[config.mk]
export PLATFORM = sky130hd
export DESIGN_NAME = soc_trace_monitor
export DESIGN_NICKNAME = d
export VERILOG_FILES = /design/src/rtl/soc_trace_monitor.sv
export SDC_FILE = /design/constraint.sdc
export NUM_CORES = 1
export LEC_CHECK = 0
export ABC_AREA = 1
export CORE_UTILIZATION = 49
export CTS_CLUSTER_DIAMETER = 100
export CTS_CLUSTER_SIZE = 28
export DETAILED_ROUTE_END_ITERATION = 8
export GPL_ROUTABILITY_DRIVEN = 0
export PLACE_DENSITY = 0.64
export SYNTH_ARGS = -nofsm -noshare
export SYNTH_HDL_FRONTEND = slang
export SYNTH_SLANG_ARGS = --single-unit
export TNS_END_PERCENT = 100
[constraint.sdc]
create_clock -name clk -period 13.5 [get_ports clk]
set_input_delay 1.35 -clock clk [delete_from_list [all_inputs] [get_ports clk]]
set_output_delay 1.35 -clock clk [all_outputs]
set_load 0.01 [all_outputs]
[src/rtl/soc_trace_monitor.sv]
// Snoops a native CPU memory handshake into a show-ahead trace FIFO with per-type event counters.
// Optional address-window filter on bus entries is enabled by defining TRACE_FILTER_EN.
module soc_trace_monitor #(
  parameter int DEPTH = 16,
  parameter int CNT_W = 32
) (
  input  logic                       clk,
  input  logic                       reset_n,
  input  logic                       mem_valid,
  input  logic                       mem_ready,
  input  logic                       mem_instr,
  input  logic [31:0]                mem_addr,
  input  logic [31:0]                mem_wdata,
  input  logic [31:0]                mem_rdata,
  input  logic [3:0]                 mem_wstrb,
  input  logic                       trap,
  input  logic                       cfg_enable,
  input  logic                       cfg_wrap,
  input  logic                       cfg_clear,
`ifdef TRACE_FILTER_EN
  input  logic [31:0]                cfg_lo,
  input  logic [31:0]                cfg_hi,
`endif
  output logic                       rd_valid,
  input  logic                       rd_ready,
  output logic [1:0]                 rd_type,
  output logic [31:0]                rd_addr,
  output logic [31:0]                rd_data,
  output logic [$clog2(DEPTH):0]     level,
  output logic                       overflow,
  output logic                       frozen,
  output logic [CNT_W-1:0]           fetch_cnt,
  output logic [CNT_W-1:0]           load_cnt,
  output logic [CNT_W-1:0]           store_cnt
);

  localparam int PW = $clog2(DEPTH);
  localparam int LW = PW + 1;

  localparam logic [1:0] TYPE_FETCH = 2'd0;
  localparam logic [1:0] TYPE_LOAD  = 2'd1;
  localparam logic [1:0] TYPE_STORE = 2'd2;
  localparam logic [1:0] TYPE_TRAP  = 2'd3;

  typedef enum logic [1:0] {
    S_IDLE,
    S_ARMED,
    S_TRAP_PEND,
    S_FROZEN
  } state_e;

  state_e           state_q, state_d;
  logic             trapPrev_q;
  logic [31:0]      trapAddr_q, trapAddr_d;
  logic [PW-1:0]    wrPtr_q, rdPtr_q;
  logic [LW-1:0]    level_q;
  logic             overflow_q;
  logic [CNT_W-1:0] fetchCnt_q, loadCnt_q, storeCnt_q;

  logic [65:0]      entryMem [DEPTH];

  logic             evt;
  logic [1:0]       evtType;
  logic [31:0]      evtData;
  logic             trapRise;
  logic             inRange;

  logic             push;
  logic [1:0]       pushType;
  logic [31:0]      pushAddr;
  logic [31:0]      pushData;
  logic             countEn;

  logic             pop;
  logic             full;
  logic             doWrite;
  logic             advRd;
  logic             ovfSet;

  assign evt      = mem_valid && mem_ready;
  assign evtType  = mem_instr ? TYPE_FETCH : ((|mem_wstrb) ? TYPE_STORE : TYPE_LOAD);
  assign evtData  = (evtType == TYPE_STORE) ? mem_wdata : mem_rdata;
  assign trapRise = trap && !trapPrev_q;

`ifdef TRACE_FILTER_EN
  assign inRange = (mem_addr >= cfg_lo) && (mem_addr <= cfg_hi);
`else
  assign inRange = 1'b1;
`endif

  // Capture FSM: a bus event coinciding with a trap edge defers the TRAP entry by one cycle.
  always_comb begin
    state_d    = state_q;
    trapAddr_d = trapAddr_q;
    push       = 1'b0;
    pushType   = evtType;
    pushAddr   = mem_addr;
    pushData   = evtData;
    countEn    = 1'b0;

    unique case (state_q)
      S_IDLE: begin
        if (cfg_enable) state_d = S_ARMED;
      end
      S_ARMED: begin
        countEn = evt;
        if (evt && trapRise) begin
          push       = inRange;
          trapAddr_d = mem_addr;
          state_d    = S_TRAP_PEND;
        end else if (trapRise) begin
          push     = 1'b1;
          pushType = TYPE_TRAP;
          pushData = 32'd0;
          state_d  = S_FROZEN;
        end else begin
          push = evt && inRange;
          if (!cfg_enable) state_d = S_IDLE;
        end
      end
      S_TRAP_PEND: begin
        push     = 1'b1;
        pushType = TYPE_TRAP;
        pushAddr = trapAddr_q;
        pushData = 32'd0;
        state_d  = S_FROZEN;
      end
      S_FROZEN: begin
        state_d = S_FROZEN;
      end
      default: state_d = S_IDLE;
    endcase

    if (cfg_clear) begin
      state_d = cfg_enable ? S_ARMED : S_IDLE;
      push    = 1'b0;
      countEn = 1'b0;
    end
  end

  // A pop in the same cycle always makes room, so only a push into a full, non-draining buffer overflows.
  always_comb begin
    pop     = rd_valid && rd_ready;
    full    = (level_q == LW'(DEPTH));
    doWrite = push && (!full || pop || cfg_wrap);
    advRd   = pop || (push && full && !pop && cfg_wrap);
    ovfSet  = push && full && !pop;
  end

  function automatic logic [CNT_W-1:0] satInc(input logic [CNT_W-1:0] cnt, input logic en);
    if (en && (cnt != {CNT_W{1'b1}})) return cnt + CNT_W'(1);
    return cnt;
  endfunction

  always_ff @(posedge clk or negedge reset_n) begin
    if (!reset_n) begin
      state_q    <= S_IDLE;
      trapPrev_q <= 1'b0;
      trapAddr_q <= 32'd0;
    end else begin
      state_q    <= state_d;
      trapPrev_q <= trap;
      trapAddr_q <= trapAddr_d;
    end
  end

  always_ff @(posedge clk or negedge reset_n) begin
    if (!reset_n) begin
      wrPtr_q    <= '0;
      rdPtr_q    <= '0;
      level_q    <= '0;
      overflow_q <= 1'b0;
      fetchCnt_q <= '0;
      loadCnt_q  <= '0;
      storeCnt_q <= '0;
    end else if (cfg_clear) begin
      wrPtr_q    <= '0;
      rdPtr_q    <= '0;
      level_q    <= '0;
      overflow_q <= 1'b0;
      fetchCnt_q <= '0;
      loadCnt_q  <= '0;
      storeCnt_q <= '0;
    end else begin
      if (doWrite) wrPtr_q <= wrPtr_q + PW'(1);
      if (advRd)   rdPtr_q <= rdPtr_q + PW'(1);
      level_q    <= level_q + LW'(doWrite) - LW'(advRd);
      overflow_q <= overflow_q || ovfSet;
      fetchCnt_q <= satInc(fetchCnt_q, countEn && (evtType == TYPE_FETCH));
      loadCnt_q  <= satInc(loadCnt_q,  countEn && (evtType == TYPE_LOAD));
      storeCnt_q <= satInc(storeCnt_q, countEn && (evtType == TYPE_STORE));
    end
  end

  // Entry storage is plain RAM; validity is tracked solely by the pointers and level.
  always_ff @(posedge clk) begin
    if (doWrite) entryMem[wrPtr_q] <= {pushType, pushAddr, pushData};
  end

  assign rd_valid  = (level_q != '0);
  assign rd_type   = entryMem[rdPtr_q][65:64];
  assign rd_addr   = entryMem[rdPtr_q][63:32];
  assign rd_data   = entryMem[rdPtr_q][31:0];
  assign level     = level_q;
  assign overflow  = overflow_q;
  assign frozen    = (state_q == S_FROZEN);
  assign fetch_cnt = fetchCnt_q;
  assign load_cnt  = loadCnt_q;
  assign store_cnt = storeCnt_q;

endmodule

After elaboration in Yosys (flattened, before gate mapping)
Memory sizes are Yosys's and may differ from the RTL's.
Cells that the tools add are included.
- $mul: 0
- reduce and logical (&&, ||, !) cells: 33
- equality and inequality tests: 11
- $lt $le $gt $ge: 0
- multiplexer cells: 46
- shift operators: 0
- divide/modulo/power cells: 0
- bitwise gates (word level): 0
- add/sub/neg operators: 7
- operator list (operator ; number):
    $mux 32 ; 13
    $add 32x1->32 const B ; 3
    $ne 32x32->1 const B ; 3
    $pmux 32 s2 ; 1
    $mux 2 ; 9
    $mux 4 ; 4
    $mux 1 ; 15
    $logic_and 1x1->1 ; 14
    $reduce_bool 2->1 ; 5
    $add 4x1->4 const B ; 2
    $eq 2x2->1 const B ; 3
    $pmux 2 s3 ; 1
    $add 5x1->5 ; 1
    $eq 5x5->1 const B ; 1
    $mux 5 ; 1
    $ne 5x5->1 const B ; 1
    $reduce_bool 5->1 ; 1
    $sub 5x1->5 ; 1
    $eq 2x1->1 const B ; 2
    $logic_not 2->1 ; 2
    $logic_or 1x1->1 ; 4
    $pmux 2 s2 ; 1
    $reduce_and 2->1 ; 2
    $reduce_or 4->1 ; 1
    other kinds (4) ; 6
- ROM bits: 0
- latch bits: 0
- memories kept: 1
- logic and storage cells: 108
- register bits after elaboration: 145
- memory bits (writable): 1056
- bits of input ports: 110
- memory list (name ; depth ; bits a word ; read ports ; clocked after memory_dff ; wr ports ; RTL line ; RTL):
    entryMem ; 16 ; 66 ; 1 ; 0 ; 1 ; 60 ; logic [65:0] entryMem [DEPTH];

Logic depth before layout (Yosys ltp)
Gate-level depths: netlist (run 1).
- depth in word-level cells: 12
- mapped depth: 18
- gate-level depth less buffers: 17

Least setup slack after synthesis (run 1)
No wires, ideal clock.
- path type: input port to flip-flop
- start: input port trap
- end: memory entryMem[0][0] (enable)
- setup slack: 8023 ps
- stages on the path: 10
- data required time: 13010 ps
- setup time: 490 ps
- buffers on the path: 0
- data arrival time: 4987 ps
- path through: inv_1 -> nor2_1 -> nand2_1 -> nand3_1 -> nand2_1 -> inv_1 -> nand2_1 -> inv_1 -> nand2_1 -> nor2_1
- word-level cells in the longest chain between the ends: 8
- elaborated cells on any way between the ends: 9
- classes of those cells: 6 x mux; 3 x reduce/logical
- RTL lines (what ; RTL line ; RTL):
    start, declared ; 16 ; input logic trap,
    $logic_and 1x1->1 (*) ; 83 ; assign trapRise = trap && !trapPrev_q;
    $mux 1 / $logic_and 1x1->1 (equally long branches) ; 111, 107 ;
    $mux 1 (*) ; 107 ; if (evt && trapRise) begin
    $pmux 1 s2 (*) ; 101 ; unique case (state_q)
    $mux 1 (*) ; 134 ; if (cfg_clear) begin
    $logic_and 1x1->1 (*) ; 145 ; doWrite = push && (!full || pop || cfg_wrap);
    $mux 1 (*) ; 197 ; if (doWrite) entryMem[wrPtr_q] <= {pushType, pushAddr, pushData};
    $mux 1 (not written as such) (*) ; 197 ;
    end, declared ; 60 ;
Mark *: on every way between the ends. The rest lies on a longest branch, timed or not.

Worst setup path after layout (run 1)
- start: register rdPtr_q[0]
- end: output port rd_addr[25]
- word-level cells in the longest chain between the ends: 1
- RTL lines (what ; RTL line ; RTL):
    start, declared ; 55 ; logic [PW-1:0] wrPtr_q, rdPtr_q;
    start signal, assigned ; 186 ; if (advRd) rdPtr_q <= rdPtr_q + PW'(1);
    $mem_v2 16x66 ; -- ;
    end, declared ; 27 ; output logic [31:0] rd_addr,
No other way between the ends.

==> report_table.html, run 1 <==
<table>
<tr><th>Metric</th><th>Value</th></tr>
<tr><th colspan="2">Die</th></tr>
<tr><td>Floorplan die area</td><td>105000 um^2</td></tr>
<tr><td>Core ar.</td><td>102000 um^2</td></tr>
<tr><td>Die X-Extent</td><td>324 um</td></tr>
<tr><td>IO Count</td><td>280</td></tr>
<tr><td>Y dimension of the die</td><td>324 um</td></tr>
<tr><td>Effective utilization at floorplan</td><td>0.497</td></tr>
<tr><td>Count of standard-cell rows</td><td>117</td></tr>
<tr><th colspan="2">GRT</th></tr>
<tr><td>Wire length of the first global-routing pass</td><td>203000 um</td></tr>
<tr><td>Number of antenna violations at the first check in global routing</td><td>6</td></tr>
<tr><td>Global-route total usage across every layer</td><td>0.250</td></tr>
<tr><td>Total grt overflow</td><td>0</td></tr>
<tr><td>Largest net degree at the start of global routing</td><td>243</td></tr>
<tr><td>Vias in the first global route</td><td>33400</td></tr>
<tr><th colspan="2">Worst setup path</th></tr>
<tr><td>Kind of critical path</td><td>reg2out</td></tr>
<tr><td>CP max FO</td><td>127</td></tr>
<tr><td>Worst EP required</td><td>12150 ps</td></tr>
<tr><td>Arrival time at the worst endpoint</td><td>5360 ps</td></tr>
<tr><td>Worst Setup End Kind</td><td>output port</td></tr>
<tr><td>Critical path launch point type</td><td>register</td></tr>
<tr><th colspan="2">Timing</th></tr>
<tr><td>Worst relative slew slack</td><td>0.229</td></tr>
<tr><td>Final setup violation count</td><td>0</td></tr>
<tr><td>Final max-slew violation count</td><td>0</td></tr>
<tr><td>Final critical-path share of the clock period</td><td>0.497</td></tr>
<tr><td>FMAX</td><td>149 MHz</td></tr>
<tr><td>RSZ-0062 raised after global routing</td><td>no</td></tr>
<tr><td>Clock period minus worst slack</td><td>6710 ps</td></tr>
<tr><td>Hold violation total from the final report</td><td>0</td></tr>
<tr><td>Slew of the pin with the lowest slew margin</td><td>1160 ps</td></tr>
<tr><td>Worst Skew</td><td>40.7 ps</td></tr>
<tr><td>Sum Neg Setup Slack</td><td>0 ps</td></tr>
<tr><th colspan="2">Clocking</th></tr>
<tr><td>CTS Root Cell</td><td>clkbuf_16</td></tr>
<tr><td>CTS H-tree lvls</td><td>2</td></tr>
<tr><td>Buffers inserted during post-CTS setup optimization</td><td>0</td></tr>
<tr><td>Clk sinks</td><td>1201</td></tr>
<tr><td>Clk Latency, worst-skew pair</td><td>650 ps</td></tr>
<tr><td>CTS hold repair buffers</td><td>0</td></tr>
<tr><td>Number of buffers created by CTS</td><td>51</td></tr>
<tr><td>Clock transition at the registers of the reported paths</td><td>100 ps</td></tr>
<tr><td>Post_cts resized</td><td>0</td></tr>
<tr><td>Number of buffers between clock root and the deepest sink</td><td>3</td></tr>
<tr><td>CTS tree</td><td>done</td></tr>
<tr><th colspan="2">Power and ir drop</th></tr>
<tr><td>Static leakage</td><td>0.0196 uW</td></tr>
<tr><td>Power per unit of standard cell area</td><td>142 nW/um^2</td></tr>
<tr><td>Largest voltage drop on the vdd net</td><td>0.137 mV</td></tr>
<tr><th colspan="2">Synthesis</th></tr>
<tr><td>Most used DFF post-synth</td><td>edfxtp_1</td></tr>
<tr><td>Share of synthesized area occupied by flip-flops and latches</td><td>0.694</td></tr>
<tr><td>Post-synth top area cell</td><td>edfxtp_1</td></tr>
<tr><td>Share of synthesized registers carrying an async set or reset</td><td>0.121</td></tr>
<tr><td>Average instance area after synthesis</td><td>11.2 um^2</td></tr>
<tr><td>Post-Syn Instances</td><td>4535</td></tr>
<tr><td>Commonest cells in the netlist</td><td>edfxtp_1, nor2_1, nand2_1</td></tr>
<tr><td>Net count after synthesis</td><td>4665</td></tr>
<tr><td>Area share of the largest cell type after synthesis</td><td>0.622</td></tr>
<tr><td>Summed instance area of the synthesized netlist</td><td>50900 um^2</td></tr>
<tr><td>Most common cell in the netlist</td><td>edfxtp_1</td></tr>
<tr><td>Warning count from the yosys run</td><td>0</td></tr>
<tr><td>Synthesized flop and latch total</td><td>1201</td></tr>
<tr><td>Number of flops mapped to enable cells by yosys</td><td>1056</td></tr>
<tr><td>Top cells by area in the synthesized netlist</td><td>edfxtp_1, dfrtp_1, nor2_1, nand2_1, o21ai_0</td></tr>
<tr><td>Number of different library cells in the post-synthesis netlist</td><td>38</td></tr>
<tr><th colspan="2">Placed design</th></tr>
<tr><td>Placed Cells incl. Taps</td><td>6029</td></tr>
<tr><td>Dpl hpwl</td><td>71700 um</td></tr>
<tr><td>Placed Instance Area</td><td>55300 um^2</td></tr>
<tr><td>Buffers added on ports</td><td>279</td></tr>
<tr><th colspan="2">Cells and area</th></tr>
<tr><td>Final #Nets</td><td>4844</td></tr>
<tr><td>Cell area after layout</td><td>56900 um^2</td></tr>
<tr><td>Share of cells above drive strength 1</td><td>0.0555</td></tr>
<tr><td>Final standard cell count with taps included and fillers excluded</td><td>6108</td></tr>
<tr><td>Number of fill cells</td><td>8622</td></tr>
<tr><td>Relative area change from synthesis to final layout</td><td>11.6%</td></tr>
<tr><th colspan="2">Run</th></tr>
<tr><td>Max-capacitance violation count</td><td>0</td></tr>
<tr><th colspan="2">Route</th></tr>
<tr><td>Number of DRC violations after detailed-routing iteration 0</td><td>3481</td></tr>
<tr><td>Via-per-instance ratio</td><td>5.70</td></tr>
<tr><td>Number of optimization iterations in the first detailed-route pass</td><td>8</td></tr>
<tr><td>Final Routed Wirelength</td><td>134000 um</td></tr>
<tr><td>Avg WL per Cell</td><td>21.9 um</td></tr>
<tr><td>Post-route antenna net violation count</td><td>0</td></tr>
<tr><td>Number of remaining DRC errors</td><td>0</td></tr>
<tr><td>Total vias in the final route</td><td>34800</td></tr>
<tr><th colspan="2">Status</th></tr>
<tr><td>Result of the run</td><td>finished, final reports clean</td></tr>
<tr><th colspan="2">Worst hold path</th></tr>
<tr><td>Class of the most critical hold timing path</td><td>reg2reg</td></tr>
</table>
final cells by class:
class | instances | area (um^2) | area share
clock buffers | 69 | 1410 | 0.0248
repair buffers | 392 | 3650 | 0.0643
well taps | 1368 | 1710 | 0.0301
multi-input cells | 2861 | 13800 | 0.243
diodes | 2 | 5.00 | 0.0000880
inverters | 207 | 816 | 0.0143
flip-flops and latches | 1201 | 35400 | 0.622
clock inverters | 8 | 121 | 0.00213
critical path, stage by stage, from the launching register on:
cell and delay [ps]:
dfrtp_4 730, inv_8 640, buf_4 830, buf_4 870, nor2_1 90, nor2_1 100
o21ai_0 100, o211ai_1 130, o211ai_1 110, nand2_1 340, clkdlybuf4s50_1 610
routing by layer:
metal,part of all wire,up-vias,GRT usage
li1,-,16300,-
met4,0.023,6,0.0648
met3,0.074,171,0.0397
met5,0.00034,-,0
met2,0.46,1210,0.402
met1,0.44,17100,0.356
cells in the final DEF (no fill, tap or decap), types with 7 or more instances in the layout:
cell	instances
xor2_1	30
clkbuf_1	15
nand4_1	191
nor3_1	30
edfxtp_1	1056
nand2_2	12
inv_2	8
or2_2	14
nor2_4	26
a21oi_1	72
ha_1	18
nor2_1	789
o21ai_1	97
buf_4	112
nand3_1	79
clkbuf_16	54
nand2_1	763
clkdlybuf4s50_1	278
nand3b_1	7
o21ai_0	443
o22ai_1	66
o211ai_1	200
inv_1	190
dfrtp_1	141
kinds of logic after synthesis:
family / share of synthesized area
XOR/XNOR: 0.00584
AND/OR/NAND/NOR: 0.158
adder cells (fa/ha/maj): 0.00506
AO/OA/AOI/OAI: 0.0986
flip-flops: 0.694
buffers and inverters: 0.0386
state kept, by name (all words and copies together) (netlist names):
| name | flops |
|---|---|
| trapAddr_q | 32 |
| entryMem | 1056 |
| rdPtr_q | 4 |
| state_q | 2 |
| overflow | 1 |
| store_cnt | 32 |
| level | 5 |
| wrPtr_q | 4 |
| load_cnt | 32 |
| fetch_cnt | 32 |
| trapPrev_q | 1 |
final timing paths:
check	from	endpoint	slack, ps	cells past startpoint
worst max register to register	state_q[0]	entryMem[14][25]	9060	12
min in group asynchronous	reset_n	fetch_cnt[11]	750	1
worst min-delay path	trapAddr_q[14]	trapAddr_q[14]	490	2
max in group asynchronous	reset_n	trapAddr_q[15]	11330	2
worst max-delay path	rdPtr_q[0]	rd_addr[25]	6790	10
worst min register to register	trapAddr_q[14]	trapAddr_q[14]	490	2
report_power, final:
group          leakage (uW)  internal (uW)  switching, uW
Sequential           0.0115           4250           65.6
Clock              0.000737            769           1120
Combinational       0.00739            635           1250
through the flow:
| step | worst slack (ps) | utilization | power [uW] | hold WS (ps) |
|---|---|---|---|---|
| 3_5_place_dp | 7500 | 0.540 | 6290 | 473 |
| 4_1_cts | 6790 | 0.555 | 8140 | 499 |
| 3_3_place_gp | 7520 | 0.540 | 6260 | 467 |
| 2_1_floorplan | 8020 | - | 5540 | 453 |
| 5_1_grt | 6490 | 0.555 | 8450 | 522 |
| 6_report | 6790 | 0.555 | 8090 | 493 |
No activity file was read; power rests on OpenSTA's default activity.
==> inputs of run 2 (changes only) <==
==> constraint.sdc (replaced) <==
create_clock -name clk -period 6.4 [get_ports clk]
set_input_delay 0.64 -clock clk [delete_from_list [all_inputs] [get_ports clk]]
set_output_delay 0.64 -clock clk [all_outputs]
set_load 0.01 [all_outputs]
==> run 2 against run 1 <==
  * Clock skew down 6.5 ps
  * Cell count hardly changed
  * Routed wire length decreased by 0.11%
  * Sequential power grew 110%
  * Non-clock buffer count fell by 3
  * First-iteration DRC count increased by 0.46%
  * Setup slack got worse by 5200 ps
  * Clock-buffer cell count shrank 4
  * Largest cell class unchanged
==> report_table.html, run 2 (synthesized netlist as in run 1, its figures left out) <==
<table>
<tr><th>Metric</th><th>Value</th></tr>
<tr><th colspan="2">Timing</th></tr>
<tr><td>Sum Neg Setup Slack</td><td>0 ps (unchanged)</td></tr>
<tr><td>Clock period minus worst slack</td><td>4780 ps</td></tr>
<tr><td>Final critical-path share of the clock period</td><td>0.747</td></tr>
<tr><td>Final max-slew violation count</td><td>0 (unchanged)</td></tr>
<tr><td>Final setup violation count</td><td>0 (unchanged)</td></tr>
<tr><td>RSZ-0062 raised after global routing</td><td>no (unchanged)</td></tr>
<tr><td>Worst relative slew slack</td><td>0.0955 (was 0.229)</td></tr>
<tr><td>FMAX</td><td>209 MHz</td></tr>
<tr><td>Worst Skew</td><td>34.2 ps (was 40.7 ps)</td></tr>
<tr><td>Slew of the pin with the lowest slew margin</td><td>1360 ps (was 1160 ps)</td></tr>
<tr><td>Hold violation total from the final report</td><td>0 (unchanged)</td></tr>
<tr><th colspan="2">Power and ir drop</th></tr>
<tr><td>Largest voltage drop on the vdd net</td><td>0.268 mV (was 0.137 mV)</td></tr>
<tr><td>Power per unit of standard cell area</td><td>300 nW/um^2 (was 142 nW/um^2)</td></tr>
<tr><td>Static leakage</td><td>0.0196 uW (about the same)</td></tr>
<tr><th colspan="2">Placed design</th></tr>
<tr><td>Placed Cells incl. Taps</td><td>6026 (was 6029)</td></tr>
<tr><td>Buffers added on ports</td><td>279 (unchanged)</td></tr>
<tr><td>Dpl hpwl</td><td>72900 um (was 71700 um)</td></tr>
<tr><th colspan="2">Cells and area</th></tr>
<tr><td>Final #Nets</td><td>4841 (was 4844)</td></tr>
<tr><td>Final standard cell count with taps included and fillers excluded</td><td>6102 (was 6108)</td></tr>
<tr><td>Relative area change from synthesis to final layout</td><td>11.8% (was 11.6%)</td></tr>
<tr><td>Max reg flops</td><td>1056 (unchanged)</td></tr>
<tr><td>Share of cells above drive strength 1</td><td>0.0551 (was 0.0555)</td></tr>
<tr><td>Most common library cell in the layout ignoring fill and taps</td><td>edfxtp_1 (unchanged)</td></tr>
<tr><td>Most used cells in the layout excluding fill and tap cells</td><td>edfxtp_1, nor2_1, nand2_1 (unchanged)</td></tr>
<tr><td>Register containing the most flip-flops in the final layout</td><td>entryMem (unchanged)</td></tr>
<tr><th colspan="2">Clocking</th></tr>
<tr><td>Post_cts resized</td><td>0 (unchanged)</td></tr>
<tr><td>Number of buffers created by CTS</td><td>51 (unchanged)</td></tr>
<tr><td>Clk sinks</td><td>1201 (unchanged)</td></tr>
<tr><td>CTS H-tree lvls</td><td>2 (unchanged)</td></tr>
<tr><td>Number of buffers between clock root and the deepest sink</td><td>3 (unchanged)</td></tr>
<tr><td>Clk Latency, worst-skew pair</td><td>670 ps (was 650 ps)</td></tr>
<tr><td>Clock transition at the registers of the reported paths</td><td>110 ps (was 100 ps)</td></tr>
<tr><td>CTS tree</td><td>done (unchanged)</td></tr>
<tr><td>CTS Root Cell</td><td>clkbuf_16 (unchanged)</td></tr>
<tr><td>Buffers inserted during post-CTS setup optimization</td><td>0 (unchanged)</td></tr>
<tr><td>CTS hold repair buffers</td><td>0 (unchanged)</td></tr>
<tr><th colspan="2">GRT</th></tr>
<tr><td>Total grt overflow</td><td>0 (unchanged)</td></tr>
<tr><td>Largest net degree at the start of global routing</td><td>234 (was 243)</td></tr>
<tr><td>Vias in the first global route</td><td>32900 (was 33400)</td></tr>
<tr><td>Global-route total usage across every layer</td><td>0.249 (was 0.250)</td></tr>
<tr><td>Wire length of the first global-routing pass</td><td>202000 um (was 203000 um)</td></tr>
<tr><td>Number of antenna violations at the first check in global routing</td><td>9 (was 6)</td></tr>
<tr><th colspan="2">Worst setup path</th></tr>
<tr><td>Number of cells on the critical path</td><td>9 (was 10)</td></tr>
<tr><td>Worst reg2reg startpoint</td><td>state_q[1] (was state_q[0])</td></tr>
<tr><td>Worst EP required</td><td>5760 ps (was 12150 ps)</td></tr>
<tr><td>Depth of the most critical reg-to-reg path</td><td>11 (was 12)</td></tr>
<tr><td>Reg-to-reg endpoint</td><td>entryMem[0][41] (was entryMem[14][25])</td></tr>
<tr><td>Buffers and inverters on the worst path</td><td>3 (was 4)</td></tr>
<tr><td>Worst path cell trace</td><td>inv_8 &gt; buf_4 &gt; nor2_1 &gt; nor2_1 &gt; o21ai_1 &gt; o211ai_1 &gt; nand4_1 &gt; nand2_1 &gt; clkdlybuf4s50_1 (was inv_8 &gt; buf_4 &gt; buf_4 &gt; nor2_1 &gt; nor2_1 &gt; o21ai_0 &gt; o211ai_1 &gt; o211ai_1 &gt; nand2_1 &gt; clkdlybuf4s50_1)</td></tr>
<tr><td>Worst setup startpoint</td><td>rdPtr_q[0] (unchanged)</td></tr>
<tr><td>Cell family with most CP delay</td><td>buffers and inverters (unchanged)</td></tr>
<tr><td>Arrival time at the worst endpoint</td><td>4140 ps (was 5360 ps)</td></tr>
<tr><td>Most frequent cell on the critical path</td><td>nor2_1</td></tr>
<tr><td>Critical path launch point type</td><td>register (unchanged)</td></tr>
<tr><td>Crit path to</td><td>rd_addr[29] (was rd_addr[25])</td></tr>
<tr><td>Kind of critical path</td><td>reg2out (unchanged)</td></tr>
<tr><td>Worst-path cell with the longest stage delay</td><td>dfrtp_4 (was buf_4)</td></tr>
<tr><td>Crit-path max cell delay</td><td>740 ps (was 870 ps)</td></tr>
<tr><td>Worst Setup End Kind</td><td>output port (unchanged)</td></tr>
<tr><td>CP max FO</td><td>140 (was 127)</td></tr>
<tr><td>Worst R2R Setup Slack</td><td>2870 ps (was 9060 ps)</td></tr>
<tr><th colspan="2">Die</th></tr>
<tr><td>Count of standard-cell rows</td><td>117 (unchanged)</td></tr>
<tr><td>Effective utilization at floorplan</td><td>0.497 (unchanged)</td></tr>
<tr><td>Core ar.</td><td>102000 um^2 (unchanged)</td></tr>
<tr><td>Floorplan die area</td><td>105000 um^2 (unchanged)</td></tr>
<tr><td>Die X-Extent</td><td>324 um (unchanged)</td></tr>
<tr><td>IO Count</td><td>280 (unchanged)</td></tr>
<tr><td>Y dimension of the die</td><td>324 um (unchanged)</td></tr>
<tr><th colspan="2">Route</th></tr>
<tr><td>Number of remaining DRC errors</td><td>0 (unchanged)</td></tr>
<tr><td>Via-per-instance ratio</td><td>5.72 (was 5.70)</td></tr>
<tr><td>Number of optimization iterations in the first detailed-route pass</td><td>7 (was 8)</td></tr>
<tr><td>Number of DRC violations after detailed-routing iteration 0</td><td>3497 (was 3481)</td></tr>
<tr><td>Post-route antenna net violation count</td><td>0 (unchanged)</td></tr>
<tr><td>Final Routed Wirelength</td><td>133000 um (was 134000 um)</td></tr>
<tr><td>Avg WL per Cell</td><td>21.9 um (about the same)</td></tr>
<tr><td>Total vias in the final route</td><td>34900 (was 34800)</td></tr>
<tr><th colspan="2">Worst hold path</th></tr>
<tr><td>Class of the most critical hold timing path</td><td>in2async (was reg2reg)</td></tr>
<tr><th colspan="2">Status</th></tr>
<tr><td>Result of the run</td><td>finished, final reports clean (unchanged)</td></tr>
<tr><th colspan="2">Run</th></tr>
<tr><td>Max-capacitance violation count</td><td>0 (unchanged)</td></tr>
</table>
## run 2: cell types whose count changed in the layout (fill, tap and decap cells not counted), sizes merged
cell / before / now
diode: 2 / 1
buf: 114 / 111
clkinv: 5 / 7
clkbuf: 69 / 65
clkinvlp: 1 / 0
inv: 208 / 210
bufinv: 1 / 0
## run 2: power breakdown
part	total [uW]	leakage (uW)	internal (uW)	switching, uW
Clock	3930	0.000722	1550	2380
Combinational	4050	0.00743	1360	2680
Sequential	9100	0.0115	8960	140
## run 2: layer usage
| metal | vias up | part of all wire | GRT usage |
|---|---|---|---|
| met5 | - | 0.00057 | 0 |
| met4 | 12 | 0.026 | 0.0656 |
| met3 | 203 | 0.076 | 0.0375 |
| met2 | 1319 | 0.47 | 0.400 |
| met1 | 17000 | 0.43 | 0.354 |
| li1 | 16300 | - | - |
## run 2: worst min-delay path by stage
stage                           endpoint      startpoint  depth (start not counted)  slack [ps]
after CTS                   load_cnt[27]         reset_n                          1         120
after global placement    trapAddr_q[24]  trapAddr_q[24]                          2         470
after floorplan             fetch_cnt[0]         reset_n                          0         340
after global routing        load_cnt[27]         reset_n                          1         140
after detailed placement   trapAddr_q[2]   trapAddr_q[2]                          2         470
final                       load_cnt[31]         reset_n                          1          80
## run 2: layout make-up
type,count,area (um^2)
inverters,207,816
clock inverters,10,124
well taps,1368,1710
fillers,8563,45500
multi-input cells,2861,13800
flip-flops and latches,1201,35400
diodes,1,2.50
clock buffers,65,1360
repair buffers,389,3810
## run 2: stage by stage
stage          cell area [um^2]  setup slack (ps)  utilization  power, uW  hold slack [ps]
2_1_floorplan             50900              1570            -      11700              344
3_3_place_gp              55500              2200        0.541      13300              466
3_5_place_dp              55500              2230        0.541      13300              473
4_1_cts                   57000              1620        0.556      17200              121
5_1_grt                   57000              1420        0.556      17800              143
6_report                  57000              1620        0.556      17100             83.1
## run 2: worst register-to-register path: stages (launching register included)
cell     delay (ps)
dfrtp_1         430
inv_1           130
ha_1            300
nand3_1         110
nand3_1         120
nand2_1          60
inv_1            70
nand2_1         160
inv_1           230
nand2_1         280
nor2_4          790
buf_4           510
